### src/rtl/spi_pkg.sv
// Shared types and constants for the multi-slave SPI master.
// Mode constants name the CPOL/CPHA encodings; sel_width derives the slave index width.
package spi_pkg;

   typedef enum logic [2:0] {
      ST_IDLE,
      ST_SETUP,
      ST_XFER,
      ST_HOLD,
      ST_GAP
   } spi_state_e;

   localparam logic CPOL_LOW   = 1'b0;
   localparam logic CPOL_HIGH  = 1'b1;
   localparam logic CPHA_LEAD  = 1'b0;
   localparam logic CPHA_TRAIL = 1'b1;

   // A single slave still needs a one-bit select port.
   function automatic int sel_width(input int n);
      return (n > 1) ? $clog2(n) : 1;
   endfunction

endpackage

### src/rtl/spi_clk_gen.sv
// Half-period timer for the SPI master: ticks every div+1 cycles while run is high
// and tracks whether the next tick is a leading or trailing SCLK edge during XFER.
module spi_clk_gen #(
   parameter int DIV_W = 8
) (
   input  logic             clk,
   input  logic             reset,
   input  logic             run,
   input  logic             xfer,
   input  logic [DIV_W-1:0] div,
   output logic             tick,
   output logic             leading
);

   logic [DIV_W-1:0] cnt;
   logic             trail_q;

   assign tick    = run && (cnt == div);
   assign leading = !trail_q;

   // States only change on a tick, so wrapping here also restarts the count on every state entry.
   always_ff @(posedge clk) begin
      if (reset || !run || tick) cnt <= '0;
      else                       cnt <= cnt + 1'b1;

      if (reset || !xfer) trail_q <= 1'b0;
      else if (tick)      trail_q <= !trail_q;
   end

endmodule

### src/rtl/spi_master_multi.sv
// Full-duplex SPI master: configurable width, slave count, CPOL/CPHA and SCLK divider.
// Handshake: start is taken only in IDLE; busy covers the frame; done pulses in its last cycle.
module spi_master_multi
   import spi_pkg::*;
#(
   parameter  int DATA_W   = 16,
   parameter  int N_SLAVES = 2,
   parameter  int DIV_W    = 8,
   localparam int SEL_W    = sel_width(N_SLAVES)
) (
   input  logic              clk,
   input  logic              reset,
   input  logic              start,
   input  logic [SEL_W-1:0]  slave_sel,
   input  logic              cpol,
   input  logic              cpha,
   input  logic [DIV_W-1:0]  clk_div,
   input  logic [DATA_W-1:0] tx_data,
   input  logic              miso,
   output logic              sclk,
   output logic              mosi,
   output logic [N_SLAVES-1:0] cs_n,
   output logic              busy,
   output logic              done,
   output logic [DATA_W-1:0] rx_data,
   output logic              sel_err,
   output spi_state_e        fsm_state
);

   localparam int             EW        = $clog2(2 * DATA_W);
   localparam logic [EW-1:0]  LAST_EDGE = EW'(2 * DATA_W - 1);

   spi_state_e        state, state_nx;
   logic [DATA_W-1:0] tx_shift, rx_shift, rx_q;
   logic [SEL_W-1:0]  sel_q;
   logic              cpol_q, cpha_q;
   logic [DIV_W-1:0]  div_q;
   logic [EW-1:0]     edge_cnt;
   logic              sclk_q, mosi_q, sel_err_q;

   logic tick, leading;
   logic sel_ok, accept, xfer_tick, last_edge, sample, drive, done_c;

   spi_clk_gen #(.DIV_W(DIV_W)) u_clk_gen (
      .clk     (clk),
      .reset   (reset),
      .run     (state != ST_IDLE),
      .xfer    (state == ST_XFER),
      .div     (div_q),
      .tick    (tick),
      .leading (leading)
   );

   assign sel_ok    = 32'(slave_sel) < N_SLAVES;
   assign accept    = (state == ST_IDLE) && start && sel_ok;
   assign xfer_tick = (state == ST_XFER) && tick;
   assign last_edge = (edge_cnt == LAST_EDGE);
   // CPHA=0 samples on leading edges, CPHA=1 on trailing; the other edge drives mosi.
   assign sample    = xfer_tick && (leading != cpha_q);
   assign drive     = xfer_tick && (leading == cpha_q) && !((cpha_q == CPHA_LEAD) && last_edge);

   always_comb begin
      state_nx = state;
      done_c   = 1'b0;
      busy     = 1'b0;
      cs_n     = '1;
      unique case (state)
         ST_IDLE:  if (accept) state_nx = ST_SETUP;
         ST_SETUP: if (tick) state_nx = ST_XFER;
         ST_XFER:  if (tick && last_edge) state_nx = ST_HOLD;
         ST_HOLD:  if (tick) state_nx = ST_GAP;
         ST_GAP: begin
            if (tick) begin
               state_nx = ST_IDLE;
               done_c   = 1'b1;
            end
         end
         default:  state_nx = ST_IDLE;
      endcase
      busy = (state != ST_IDLE) && !done_c;
      if (state == ST_SETUP || state == ST_XFER || state == ST_HOLD) begin
         for (int i = 0; i < N_SLAVES; i++) begin
            if (32'(sel_q) == i) cs_n[i] = 1'b0;
         end
      end
   end

   always_ff @(posedge clk) begin
      if (reset) begin
         state     <= ST_IDLE;
         tx_shift  <= '0;
         rx_shift  <= '0;
         rx_q      <= '0;
         sel_q     <= '0;
         cpol_q    <= CPOL_LOW;
         cpha_q    <= CPHA_LEAD;
         div_q     <= '0;
         edge_cnt  <= '0;
         sclk_q    <= CPOL_LOW;
         mosi_q    <= 1'b0;
         sel_err_q <= 1'b0;
      end else begin
         state     <= state_nx;
         sel_err_q <= (state == ST_IDLE) && start && !sel_ok;
         if (accept) begin
            sel_q    <= slave_sel;
            cpol_q   <= cpol;
            cpha_q   <= cpha;
            div_q    <= clk_div;
            rx_shift <= '0;
            edge_cnt <= '0;
            sclk_q   <= cpol;
            // CPHA=0 must present the MSB before the first (sampling) edge.
            if (cpha == CPHA_LEAD) begin
               mosi_q   <= tx_data[DATA_W-1];
               tx_shift <= tx_data << 1;
            end else begin
               mosi_q   <= 1'b0;
               tx_shift <= tx_data;
            end
         end
         if (xfer_tick) begin
            edge_cnt <= edge_cnt + 1'b1;
            sclk_q   <= !sclk_q;
         end
         if (sample) rx_shift <= {rx_shift[DATA_W-2:0], miso};
         if (drive) begin
            mosi_q   <= tx_shift[DATA_W-1];
            tx_shift <= {tx_shift[DATA_W-2:0], 1'b0};
         end
         if ((state == ST_HOLD) && tick) mosi_q <= 1'b0;
         if (done_c) rx_q <= rx_shift;
      end
   end

   assign sclk      = sclk_q;
   assign mosi      = mosi_q;
   assign done      = done_c;
   assign rx_data   = rx_q;
   assign sel_err   = sel_err_q;
   assign fsm_state = state;

endmodule

### config.mk
export PLATFORM = sky130hd
export DESIGN_NAME = spi_master_multi
export DESIGN_NICKNAME = d
export VERILOG_FILES = /design/src/rtl/spi_pkg.sv /design/src/rtl/spi_clk_gen.sv /design/src/rtl/spi_master_multi.sv
export SDC_FILE = /design/constraint.sdc
export NUM_CORES = 1
export LEC_CHECK = 0
export ABC_AREA = 1
export ABC_CLOCK_PERIOD_IN_PS = 2340
export CAP_MARGIN = 20
export CELL_PAD_IN_SITES_DETAIL_PLACEMENT = 1
export CELL_PAD_IN_SITES_GLOBAL_PLACEMENT = 2
export CORE_UTILIZATION = 28
export CTS_BUF_LIST = sky130_fd_sc_hd__clkbuf_8
export DETAILED_ROUTE_END_ITERATION = 8
export PLACE_DENSITY_LB_ADDON = 0.1
export SLEW_MARGIN = 10
export SYNTH_ARGS = -nofsm -noshare
export SYNTH_HDL_FRONTEND = slang
export SYNTH_HIERARCHICAL = 1
export SYNTH_SLANG_ARGS = --single-unit
### constraint.sdc
create_clock -name clk -period 2.34 [get_ports clk]
set_input_delay 0.702 -clock clk [delete_from_list [all_inputs] [get_ports clk]]
set_output_delay 0.702 -clock clk [all_outputs]
set_load 0.02 [all_outputs]
== Yosys cells after proc, flatten, opt, wreduce, memory -nomap -nowiden ==
Index checks and enable logic that the tools add are counted.

* Register bits after elaboration: 77
* Word-level logic and storage cells: 81

* Add/subtract/negate cells: 2
* Equal/unequal tests: 13
* Mux-type cells: 23
* Bitwise gates (word level): 1
* Reduce and logical (&&, ||, !) cells: 29

{| class="wikitable"
|+ Operators by type and width
! operator !! count
|-
| $mux 16 || 5
|-
| $mux 3 || 5
|-
| $pmux 3 s5 || 1
|-
| $logic_and 1x1->1 || 10
|-
| $mux 5 || 2
|-
| $ne 2x2->1 const B || 5
|-
| $mux 1 || 9
|-
| $add 8x1->8 const B || 1
|-
| $eq 8x8->1 || 1
|-
| $eq 3x2->1 const B || 2
|-
| $logic_not 1->1 || 6
|-
| $reduce_bool 2->1 || 3
|-
| $add 5x1->5 const B || 1
|-
| $eq 5x5->1 const B || 1
|-
| $logic_or 1x1->1 || 5
|-
| $reduce_and 5->1 || 1
|-
| $reduce_or 2->1 || 2
|-
| $eq 3x1->1 const B || 1
|-
| $eq 3x3->1 const B || 1
|-
| $logic_not 3->1 || 1
|-
| $reduce_bool 3->1 || 1
|-
| $mux 2 || 1
|-
| $eq 1x1->1 || 1
|-
| $ne 1x1->1 || 1
|-
| $not 1->1 || 1
|}

== Longest topological paths before layout ==
Gate-level depths: netlist of the first run.

* Word-level depth: 6
* Gate-level depth with buffers: 13
* Depth with buffers taken out: 12

== Hierarchy ==
The synthesis of the first run kept the hierarchy.

{| class="wikitable"
|+ Modules (own cells, without submodules)
! module !! times used !! cells an instance !! area an instance (um2) !! sequential area each (um2)
|-
| spi_master_multi || 1 || 452 || 3,124.2 || 1,361.3
|-
| spi_clk_gen || 1 || 101 || 611.8 || 180.2
|}

== Least setup slack after synthesis of the first run ==
No wires, ideal clock.

* Path kind: register to output
* From: reg state[2] (netlist: fsm_state[2])
* To: out busy
* Arrival: 2,054 ps
* Data required time: 1,638 ps
* Slack: -416 ps
* Cell stages (with the launch flop): 11
* Path buffers: 1
* Cells stage by stage: dfxtp_1 -> inv_2 -> nand2_4 -> inv_1 -> a21oi_1 -> nand4_2 -> nor2_2 -> nand3_2 -> clkinv_1 -> buf_2 -> nor2_1

* Longest elaborated chain between the ends: 6

{| class="wikitable"
|+ RTL lines
! what !! line !! RTL
|-
| start: declaration || spi_master_multi.sv:33 || <nowiki>spi_state_e state, state_nx;</nowiki>
|-
| start signal: assignment || spi_master_multi.sv:103 || <nowiki>state <= state_nx;</nowiki>
|-
| $reduce_bool 3->1 || spi_master_multi.sv:47 || <nowiki>.run (state != ST_IDLE),</nowiki>
|-
| $logic_and 1x1->1 || spi_clk_gen.sv:18 || <nowiki>assign tick = run && (cnt == div);</nowiki>
|-
| via tick || spi_master_multi.sv:41 || <nowiki>logic tick, leading;</nowiki>
|-
| $mux 1 || spi_master_multi.sv:73 || <nowiki>if (tick) begin</nowiki>
|-
| $mux 1 || spi_master_multi.sv:67 || <nowiki>unique case (state)</nowiki>
|-
| via done || spi_master_multi.sv:24 || <nowiki>output logic done,</nowiki>
|-
| $logic_not 1->1 || spi_master_multi.sv:80 || <nowiki>busy = (state != ST_IDLE) && !done_c;</nowiki>
|-
| $logic_and 1x1->1 || spi_master_multi.sv:80 ||
|-
| end: declaration || spi_master_multi.sv:23 || <nowiki>output logic busy,</nowiki>
|}

The timed path passes the listed nets, and every way through them passes these cells.

== Final worst setup path of the first run ==
* From: reg u_clk_gen.cnt[4]
* To: out busy

* Longest elaborated chain between the ends: 6

{| class="wikitable"
|+ RTL lines
! what !! line !! RTL
|-
| start: declaration || spi_clk_gen.sv:15 || <nowiki>logic [DIV_W-1:0] cnt;</nowiki>
|-
| start signal: assignment || spi_clk_gen.sv:24 || <nowiki>else cnt <= cnt + 1'b1;</nowiki>
|-
| $eq 8x8->1 || spi_clk_gen.sv:18 ||
|-
| $logic_and 1x1->1 || spi_clk_gen.sv:18 ||
|-
| via tick || spi_master_multi.sv:41 ||
|-
| $mux 1 || spi_master_multi.sv:73 ||
|-
| $mux 1 || spi_master_multi.sv:67 ||
|-
| $logic_not 1->1 || spi_master_multi.sv:80 ||
|-
| $logic_and 1x1->1 || spi_master_multi.sv:80 ||
|}

The timed path passes the listed nets, and every way through them passes these cells.

==> results of run 1 <==
state kept, by name, summed over array words and instances (netlist names):
signal             cells
edge_cnt               5
tx_shift              16
u_clk_gen/trail_q      1
cpha_q                 1
sclk                   1
fsm_state              3
div_q                  8
mosi                   1
rx_shift              16
u_clk_gen/cnt          8
sel_q                  1
rx_data               16
worst max-delay path: stages (launching register included):
cell      delay (ps)
dfxtp_2          370
inv_2             40
nand2_1           70
nand2_2           80
nor2_4           130
nand3b_4         110
nor2_4           150
nand3_4           90
clkinv_4          70
nor2_2            40
buf_6            120
synth_stat cells:
cell      number
nor2_4         3
o211ai_1       1
inv_1         67
ha_1           3
xnor2_1        1
nand2_1      137
nand4_1        2
nand3_1       46
nor3_2         1
a21oi_2        8
buf_6          2
buf_1          2
clkinv_1       1
nand3_2        2
nand2_4        1
o21ai_4        1
clkbuf_1       9
nor2_8         1
inv_2          7
xor2_1         4
a21oi_1       35
buf_2          7
conb_1         1
dfxtp_1       77
nand2_2        1
nor2_2         4
nor2_1        76
buf_4          5
nand3b_2       1
o21ai_0       45
nor3_1         1
nand4_2        1
report_power, final:
part / internal (mW) / total, mW / switching (mW)
clock network: 0.510 / 1.07 / 0.556
logic: 0.560 / 1.44 / 0.875
registers: 1.45 / 1.54 / 0.0873
routing by layer:
metal  up-vias  global-route usage, %  wire length (µm)  part of all wire [%]
met3        10                   2.86               342                   3.3
met2        61                   25.7              4770                    47
met4         0                   5.77               141                   1.4
met5         -                      0                 0                     0
li1       1886                      -                 -                     -
met1      1662                   20.1              4950                    49
worst paths after layout:
check,end,from,depth (start not counted)
max,busy,u_clk_gen/cnt[4],10
min,edge_cnt[3],edge_cnt[3],2
max reg2reg,rx_shift[1],u_clk_gen/cnt[4],12
min reg2reg,edge_cnt[3],edge_cnt[3],2
layout make-up:
type	count	area, µm²
timing repair buffer	95	845
fill	1634	7850
clock buffer	9	124
tap	172	215
clock inverter	7	80.1
multi-input combinational	376	1860
sequential	77	1560
inverter	75	287
metrics by stage:
step / cell area [µm²] / setup WS, ps
floorplan: 3760 / 28.9
global placement: 4660 / -106
detailed placement: 4660 / -140
CTS: 4910 / -30.6
global route: 4980 / -113
finish: 4980 / -1.57
cells by family after synthesis:
family / after synthesis / share of synthesized area [%]
AO/OA/AOI/OAI: 90 / 13.2
XOR/XNOR: 5 / 1.17
adder cells (fa/ha/maj): 3 / 1.00
buffers and inverters: 100 / 11.2
flip-flops: 77 / 41.3
other: 1 / 0.100
AND/OR/NAND/NOR: 277 / 32.0
layout by cell type, fill, tap and decap left out, types with 2 or more instances in the layout:
| cell type | instances |
|---|---|
| clkdlybuf4s50_1 | 51 |
| dfxtp_2 | 9 |
| nor2_1 | 74 |
| inv_6 | 3 |
| dfxtp_1 | 65 |
| o21ai_0 | 45 |
| nor2_2 | 3 |
| buf_4 | 40 |
| nand2_1 | 127 |
| nor2_4 | 6 |
| clkbuf_8 | 9 |
| ha_1 | 3 |
| dlygate4sd2_1 | 2 |
| xor2_1 | 4 |
| nand4_1 | 2 |
| dfxtp_4 | 3 |
| a21oi_1 | 34 |
| nand3_1 | 45 |
| a21oi_2 | 8 |
| nand3_2 | 2 |
| nand2_2 | 11 |
| inv_1 | 65 |
| inv_2 | 9 |
repair_timing:
item,4_1_cts,5_1_grt
setup buffers,0,3
pin swaps,1,5
endpoints found under the setup margin,4,2
resized for setup,26,17
endpoints found under the hold margin,0,0
cloned,0,0
==> out/metrics.yaml, run 1 <==
final_layout:
  nets: 668
  final_util_pct: 38.8
  drive_above_1_share_pct: 18.5
  diodes: 0
  fin_cells: 811
  syn_to_final_growth_pct: 33.2
synth:
  synth_seq_cells: 77
  synth_area_leader_cell: "dfxtp_1"
  synth_area_per_cell_um2: 6.76
  yosysWarnings: 6
  synthDistinctLibCells: 32
  ys_seq_area_share_pct: 41.3
  synth_nets: 587
  syn_inst: 553
  synth_area_mm2: 0.00374
  yosysTopAreaCellShare_pct: 41.3
  synth_area_leaders: "dfxtp_1 41%, nand2_1 14%, nor2_1 7.6%, inv_1 6.7%, nand3_1 6.2%"
global_route:
  gr-total-overflow: 0
  track_usage_pct: 15.5
  grt_pass1_vias: 3610
  grt_start_max_net_pins: 34
  grt_pass1_wl_um: 17300
  antenna_found_initial: 0
sta:
  setup_viol: 1
  period_needed_ps: 2340
  worst_slack_ps: -1.57
  fin_tns_setup_ps: -1.57
  hold_violations: 0
  min_period_over_period_pct: 100
  max_freq_mhz: 427
  skew_ps: 15.4
  holdWs_ps: 467
  drv_slew: 0
  rsz0062_at_grt: "yes"
worst_setup_path:
  path_class: "reg2out"
  critPathLaunchType: "flop"
  worstSetupEndpointType: "output port"
  cp_data_arrival_time_ps: 1640
  regToRegSetupSlack_ps: 370
  cp.required_ps: 1640
  cp_max_fo: 4
placement:
  place_congestion: 0.757
  place_hpwl_um: 7440
  portBuffers: 55
  place_inst: 792
power_and_ir_drop:
  cellPowerDensity_mw_per_mm2: 811
  leakage_nw: 2.06
  power_mw: 4.04
  peakVddDrop_mv: 0.233
floorplanning:
  start_util_pct: 29.1
  num_rows: 41
  coreArea_mm2: 0.0128
  die_y_um: 118
  ioPinCount: 57
  die_x_um: 118
  dieArea_mm2: 0.0138
route:
  ant_nets: 0
  drc_errors: 0
  drtIter0Drc: 78
  wl_per_cell_um: 12.6
  viasPerCell: 4.46
  wl_um: 10200
  firstDrtPassIters: 4
  vias: 3619
clock_network:
  numCtsBuffers: 9
  clock-root-buffer: "clkbuf_8"
  cts_tree: "done"
  cts.clk_slew.worst_paths_ps: 100
  max-clock-path-buffers: 2
  h-tree-depth: 3
  cts_sinks: 77
  ctsHoldBuffers: 0
  worst_skew_pair.late_latency_ps: 360
outcome:
  violations: "negative setup slack"
  status: "finished, violations left"
flow_run:
  cap_violations: 0
worst_hold_path:
  hold_path_class: "reg2reg"
Power figures use the tool's default switching activity.
==> inputs of run 2 (changes only) <==
--- a/config.mk
+++ b/config.mk
@@ -6,15 +6,14 @@
 export NUM_CORES = 1
 export LEC_CHECK = 0
 export ABC_AREA = 1
-export ABC_CLOCK_PERIOD_IN_PS = 2340
+export ABC_CLOCK_PERIOD_IN_PS = 2300
 export CAP_MARGIN = 20
 export CELL_PAD_IN_SITES_DETAIL_PLACEMENT = 1
 export CELL_PAD_IN_SITES_GLOBAL_PLACEMENT = 2
-export CORE_UTILIZATION = 28
+export CORE_UTILIZATION = 31
 export CTS_BUF_LIST = sky130_fd_sc_hd__clkbuf_8
 export DETAILED_ROUTE_END_ITERATION = 8
 export PLACE_DENSITY_LB_ADDON = 0.1
-export SLEW_MARGIN = 10
 export SYNTH_ARGS = -nofsm -noshare
 export SYNTH_HDL_FRONTEND = slang
 export SYNTH_HIERARCHICAL = 1
==> constraint.sdc (replaced) <==
create_clock -name clk -period 2.3 [get_ports clk]
set_input_delay 0.69 -clock clk [delete_from_list [all_inputs] [get_ports clk]]
set_output_delay 0.69 -clock clk [all_outputs]
set_load 0.02 [all_outputs]
==> run 2 against run 1 <==
Effect of this change:
- the flow finishes with violations (design-rule violations, negative setup slack)
- flip-flop and latch count is the same
- power is 0.29% higher
- worst hold slack improved by 1.5 ps
- clock skew is 1.3 ps lower
- clock-buffer cell count is 1 higher
- cell area shrank 0.58%
- clock power down 8%
- critical path type unchanged
- die area down 9.5%
- core utilization up 4.0 points
==> out/metrics.yaml, run 2 (synthesis results as in run 1) <==
floorplanning:
  dieArea_mm2: 0.0125
  start_util_pct: 32.3
  die_y_um: 112
  die_x_um: 112
  num_rows: 39
  ioPinCount: 57
  coreArea_mm2: 0.0116
placement:
  pre_cts_slack_ps: -178
  portBuffers: 55
  place_area_mm2: 0.00462
  place_hpwl_um: 7600
  place_congestion: 0.731
sta:
  min_period_over_period_pct: 100
  holdWs_ps: 468
  setup_viol: 1
  rsz0062_at_grt: "yes"
  drv_slew: 0
  period_needed_ps: 2300
  hold_violations: 0
  maxSlewHeadroom_pct: 63.1
  tightestPinTransition_ps: 552
  worst_slack_ps: -0.939
  max_freq_mhz: 435
  skew_ps: 14.1
worst_setup_path:
  max_stage_delay_ps: 370
  crit_chain: "inv_2 -> nand2_2 -> nand2_2 -> nor2_4 -> nand3b_4 -> nor2_4 -> nand3_4 -> clkinv_4 -> nor2_2 -> buf_6"
  worstRegToRegCells: 14
  cp.required_ps: 1610
  cp_top_family: "simple AND/OR/NAND/NOR gates"
  crit_cells: 10
  cp_data_arrival_time_ps: 1610
  worstSetupEndpointType: "output port"
  path_class: "reg2out"
  cp_max_fo: 4
  path_buf_inv: 3
  critPathLaunchType: "flop"
  slowest_stage: "dfxtp_2"
clock_network:
  h-tree-depth: 3
  clock-root-buffer: "clkbuf_8"
  cts_sinks: 77
  cts_tree: "done"
  cts.clk_slew.worst_paths_ps: 90
  ctsHoldBuffers: 0
  max-clock-path-buffers: 2
  worst_skew_pair.late_latency_ps: 360
  numCtsBuffers: 9
global_route:
  use_met1_pct: 20.7
  grt_pass1_wl_um: 17600
  grt.busiest_layer: "met2"
  gr-total-overflow: 0
  grt_pass1_vias: 3764
  met3_usage_pct: 3.43
  grt_start_max_net_pins: 34
  grt_use_met2_pct: 31.7
  track_usage_pct: 17.6
  antenna_found_initial: 0
power_and_ir_drop:
  peakVddDrop_mv: 0.273
  cellPowerDensity_mw_per_mm2: 818
  power_mw: 4.05
  leakage_nw: 2.07
final_layout:
  layout_commonest_cell: "nand2_1"
  final_util_pct: 42.8
  final_cell_mix: "125 x nand2_1, 74 x nor2_1, 65 x dfxtp_1"
  fillers: 1457
  drive_above_1_share_pct: 19.4
  nets: 672
  finalInstanceArea_mm2: 0.00495
  syn_to_final_growth_pct: 32.5
  diodes: 0
flow_run:
  cap_violations: 0
worst_hold_path:
  whs_path_depth: 2
  hold_path_class: "reg2reg"
route:
  ant_nets: 0
  drtIter0Drc: 161
  viasPerCell: 4.68
  vias: 3681
  firstDrtPassIters: 7
  wl_per_cell_um: 13.2
  drc_errors: 4
  wl_um: 10400
outcome:
  violations: "design-rule violations, negative setup slack"
  status: "finished, violations left"
-- run 2: cell types whose count changed in the layout (fill, tap and decap cells not counted), moves of 2 or more --
cell	previous run	this run
inv_2	9	11
inv_1	65	63
clkinv_4	1	3
nand2_1	127	125
nand2_2	11	13
buf_4	40	43
-- run 2: worst register-to-register path, delay by kind of cell, from the launching register on --
kind                   cells  cell delay (ps)
AOI/OAI and AO/OA          1              160
buffers and inverters      5              630
and+or+nand+nor            8              900
DFF                        1              370
-- run 2: path summary, 6_finish.rpt --
path         slack, ps           end              from
max reg2reg        190   rx_shift[6]  u_clk_gen/cnt[4]
min reg2reg        470  rx_shift[15]      rx_shift[15]
min                470  rx_shift[15]      rx_shift[15]
max               -0.9          busy  u_clk_gen/cnt[4]
-- run 2: layout make-up --
class / instances / area, µm² / share of cell area (%)
well taps: 143 / 179 / 3.62
clock buffers: 10 / 138 / 2.78
multi-input cells: 376 / 1850 / 37.3
clock inverters: 6 / 45.0 / 0.910
repair buffers: 99 / 887 / 17.9
inverters: 75 / 287 / 5.79
flip-flops and latches: 77 / 1570 / 31.7
-- run 2: routing by layer --
metal / share of wire, % / wire [µm] / vias to the layer above
met2: 50 / 5200 / 45
met3: 2.7 / 282 / 12
met1: 46 / 4740 / 1725
met4: 1.4 / 149 / 0
li1: - / - / 1899
met5: 0 / 0 / -
-- run 2: power breakdown --
group | leakage (nW) | internal [mW] | switching (mW)
registers | 0.631 | 1.48 | 0.0918
clock network | 0.0970 | 0.429 | 0.555
logic | 1.34 | 0.621 | 0.876
-- run 2: stage by stage --
stage	cells	setup TNS, ps
global route	786	-172
floorplan	553	0
CTS	782	-32.5
detailed placement	761	-341
finish	786	-0.939
global placement	761	-267
-- run 2: repair_timing --
item / 4_1_cts / 5_1_grt
resized for setup: 24 / 21
endpoints found under the setup margin: 4 / 2
cloned: 0 / 0
buffers inserted: 5 / 4
pin swaps: 6 / 7
endpoints found under the hold margin: 0 / 0
==> edit (flow settings as in run 2) <==
Remove the register `sel_err_q`: a continuous assignment takes its place, so the output `sel_err` follows one clock earlier.
--- a/src/rtl/spi_master_multi.sv
+++ b/src/rtl/spi_master_multi.sv
@@ -98,10 +98,8 @@
          edge_cnt  <= '0;
          sclk_q    <= CPOL_LOW;
          mosi_q    <= 1'b0;
-         sel_err_q <= 1'b0;
       end else begin
          state     <= state_nx;
-         sel_err_q <= (state == ST_IDLE) && start && !sel_ok;
          if (accept) begin
             sel_q    <= slave_sel;
             cpol_q   <= cpol;
@@ -133,6 +131,8 @@
       end
    end
 
+   assign sel_err_q = (state == ST_IDLE) && start && !sel_ok;
+
    assign sclk      = sclk_q;
    assign mosi      = mosi_q;
    assign done      = done_c;
Check against the original RTL: equivalent (Yosys induction, for registers that start in step).
==> edit against run 2 <==
The flow finishes with violations (design-rule violations). Via count decreased by 0.68%. Non-clock buffer count decreased by 3. Global-route usage decreased by 0.85 points. Total power increased by 4.2%. Setup slack improved by 0.035 ns. Cell count decreased by 0.51%. Wire length decreased by 4.1%. Synthesized area decreased by 0.10%. Synthesized cell count decreased by 0.18%. First-iteration DRC count decreased by 37%. Final area increased by 0.40%. Sequential cell count unchanged.
==> edit: results (changes against run 2) <==
Maximum number of pins on one net before global-route repair: 34 (unchanged)
Crit Path Max Fanout: 4 (unchanged)
Clock skew: 0.009517 ns (was 0.01409 ns)
Clk root buf: clkbuf_8 (unchanged)
Max Root-Sink Buffers: 2 (unchanged)
Reg clk slew, reported paths: 0.08 ns
Leakage Power: 2.088 nW (was 2.068 nW)
Vias: 3656 (was 3681)
First-pass GRT wire length: 16750 um (was 17550 um)
Layout Cells excl Fill: 782 (was 786)
Synth top area cells: dfxtp_1, nand2_1, nor2_1, inv_1, nand3_1 (unchanged)
Flop2flop setup slack: 0.32 ns (was 0.19 ns)
Overall Global Routing Usage: 16.72% (was 17.57%)
Vias in the first global route: 3619 (was 3764)
DR pass1 iterations: 6 (was 7)
Synth cell count leaders: nand2_1, dfxtp_1, nor2_1 (unchanged)
TritonCTS buffer count: 9 (unchanged)
DP HPWL: 7228 um (was 7596 um)
Placed Area: 4663 um2 (was 4624 um2)
Fill count: 1487 (was 1457)
VDD IR-drop max: 373.2 uV (was 272.9 uV)
Register area share after synthesis: 41.30% (was 41.26%)
Syn Inst Count: 552 (was 553)
Failing checks: design-rule violations (was design-rule violations, negative setup slack)
# nets final: 668 (was 672)
Net Count, Synth: 586 (was 587)
Placer Congestion: 0.8062 (was 0.7313)
Fraction of layout cells with a size suffix above 1: 18.15% (was 19.44%)
Htree depth: 3 (unchanged)
# DRC: 5 (was 4)
DRT iter0 DRCs: 102 (was 161)
Warnings, synthesis: 6 (unchanged)
Wirelength, routed: 9938 um (was 10370 um)
Synth unique cells: 32 (unchanged)
Dpl cells: 764 (was 761)
Status: complete, but fails checks (unchanged)
Worst slew pin tran: 0.5727 ns (was 0.5522 ns)
edit: cell types whose count changed after synthesis, sizes merged:
cell | before | now
nor3 | 2 | 1
nand2 | 139 | 140
nand3 | 48 | 49
o21ai | 46 | 44
buf | 16 | 15
or2 | 0 | 1
clkbuf | 9 | 10
nor2 | 84 | 85
inv | 74 | 72
edit: power by group:
group          total, W  internal (W)  switching [W]  leakage (nW)
combinational   0.00147      0.000594       0.000874          1.34
clock           0.00119      0.000673       0.000518         0.120
sequential      0.00156       0.00147      0.0000868         0.631
edit: per-stage QoR:
stage          hold WS [ns]  utilization [%]  setup WS (ns)
2_1_floorplan        0.4369                -      0.0009416
3_3_place_gp         0.4470            40.32        -0.1127
3_5_place_dp         0.4473            40.32        -0.1696
4_1_cts              0.4682            42.39       -0.09203
5_1_grt              0.4924            42.96       -0.09625
6_report             0.4633            42.96        0.03439
edit: area by class of cell:
class                           count  area share [%]
Clock buffer                       11           3.047
Clock inverter                      5           1.662
Inverter                           73           5.565
Multi-Input combinational cell    377           36.99
Sequential cell                    77           31.48
Tap cell                          143           3.601
Timing Repair Buffer               96           17.65
edit: final timing paths:
| check | cells past startpoint | endpoint | startpoint |
|---|---|---|---|
| hold / removal | 2 | rx_shift[15]$_SDFFE_PP0P_ | rx_shift[15]$_SDFFE_PP0P_ |
| setup reg to reg | 10 | tx_shift[13]$_SDFFE_PP0P_ | edge_cnt[0]$_SDFFE_PP0P_ |
| setup / recovery | 9 | done | u_clk_gen/cnt[3]$_SDFF_PP0_ |
| hold reg to reg | 2 | rx_shift[15]$_SDFFE_PP0P_ | rx_shift[15]$_SDFFE_PP0P_ |
edit: what timing repair did:
action	4_1_cts	5_1_grt
setup endpoints to repair	4	2
gates resized for setup	17	20
buffers inserted	0	2
pin swaps	1	7
edit: worst max-delay path, cell delays in order, from the launching register on:
cell      delay, ns
dfxtp_2        0.36
inv_2          0.05
nand2_2        0.07
nand2_1        0.09
nor2_4         0.11
nand3b_4       0.11
nor2_4         0.12
nand3_4        0.09
inv_4          0.08
buf_2          0.16
edit: metal layers:
metal	track usage (%)	routed length [um]
met2	29.98	5034
met4	4.685	83
met3	3.321	255
met1	20.17	4563
met5	0	0
edit: cells by family after synthesis:
logic type               share of synthesized area, %
AND/OR/NAND/NOR                                 32.45
buffers and inverters                           11.00
AO/OA/AOI/OAI                                   12.97
flip-flops                                      41.30
XOR/XNOR                                        1.173
adder cells (fa/ha/maj)                         1.006
other                                          0.1005
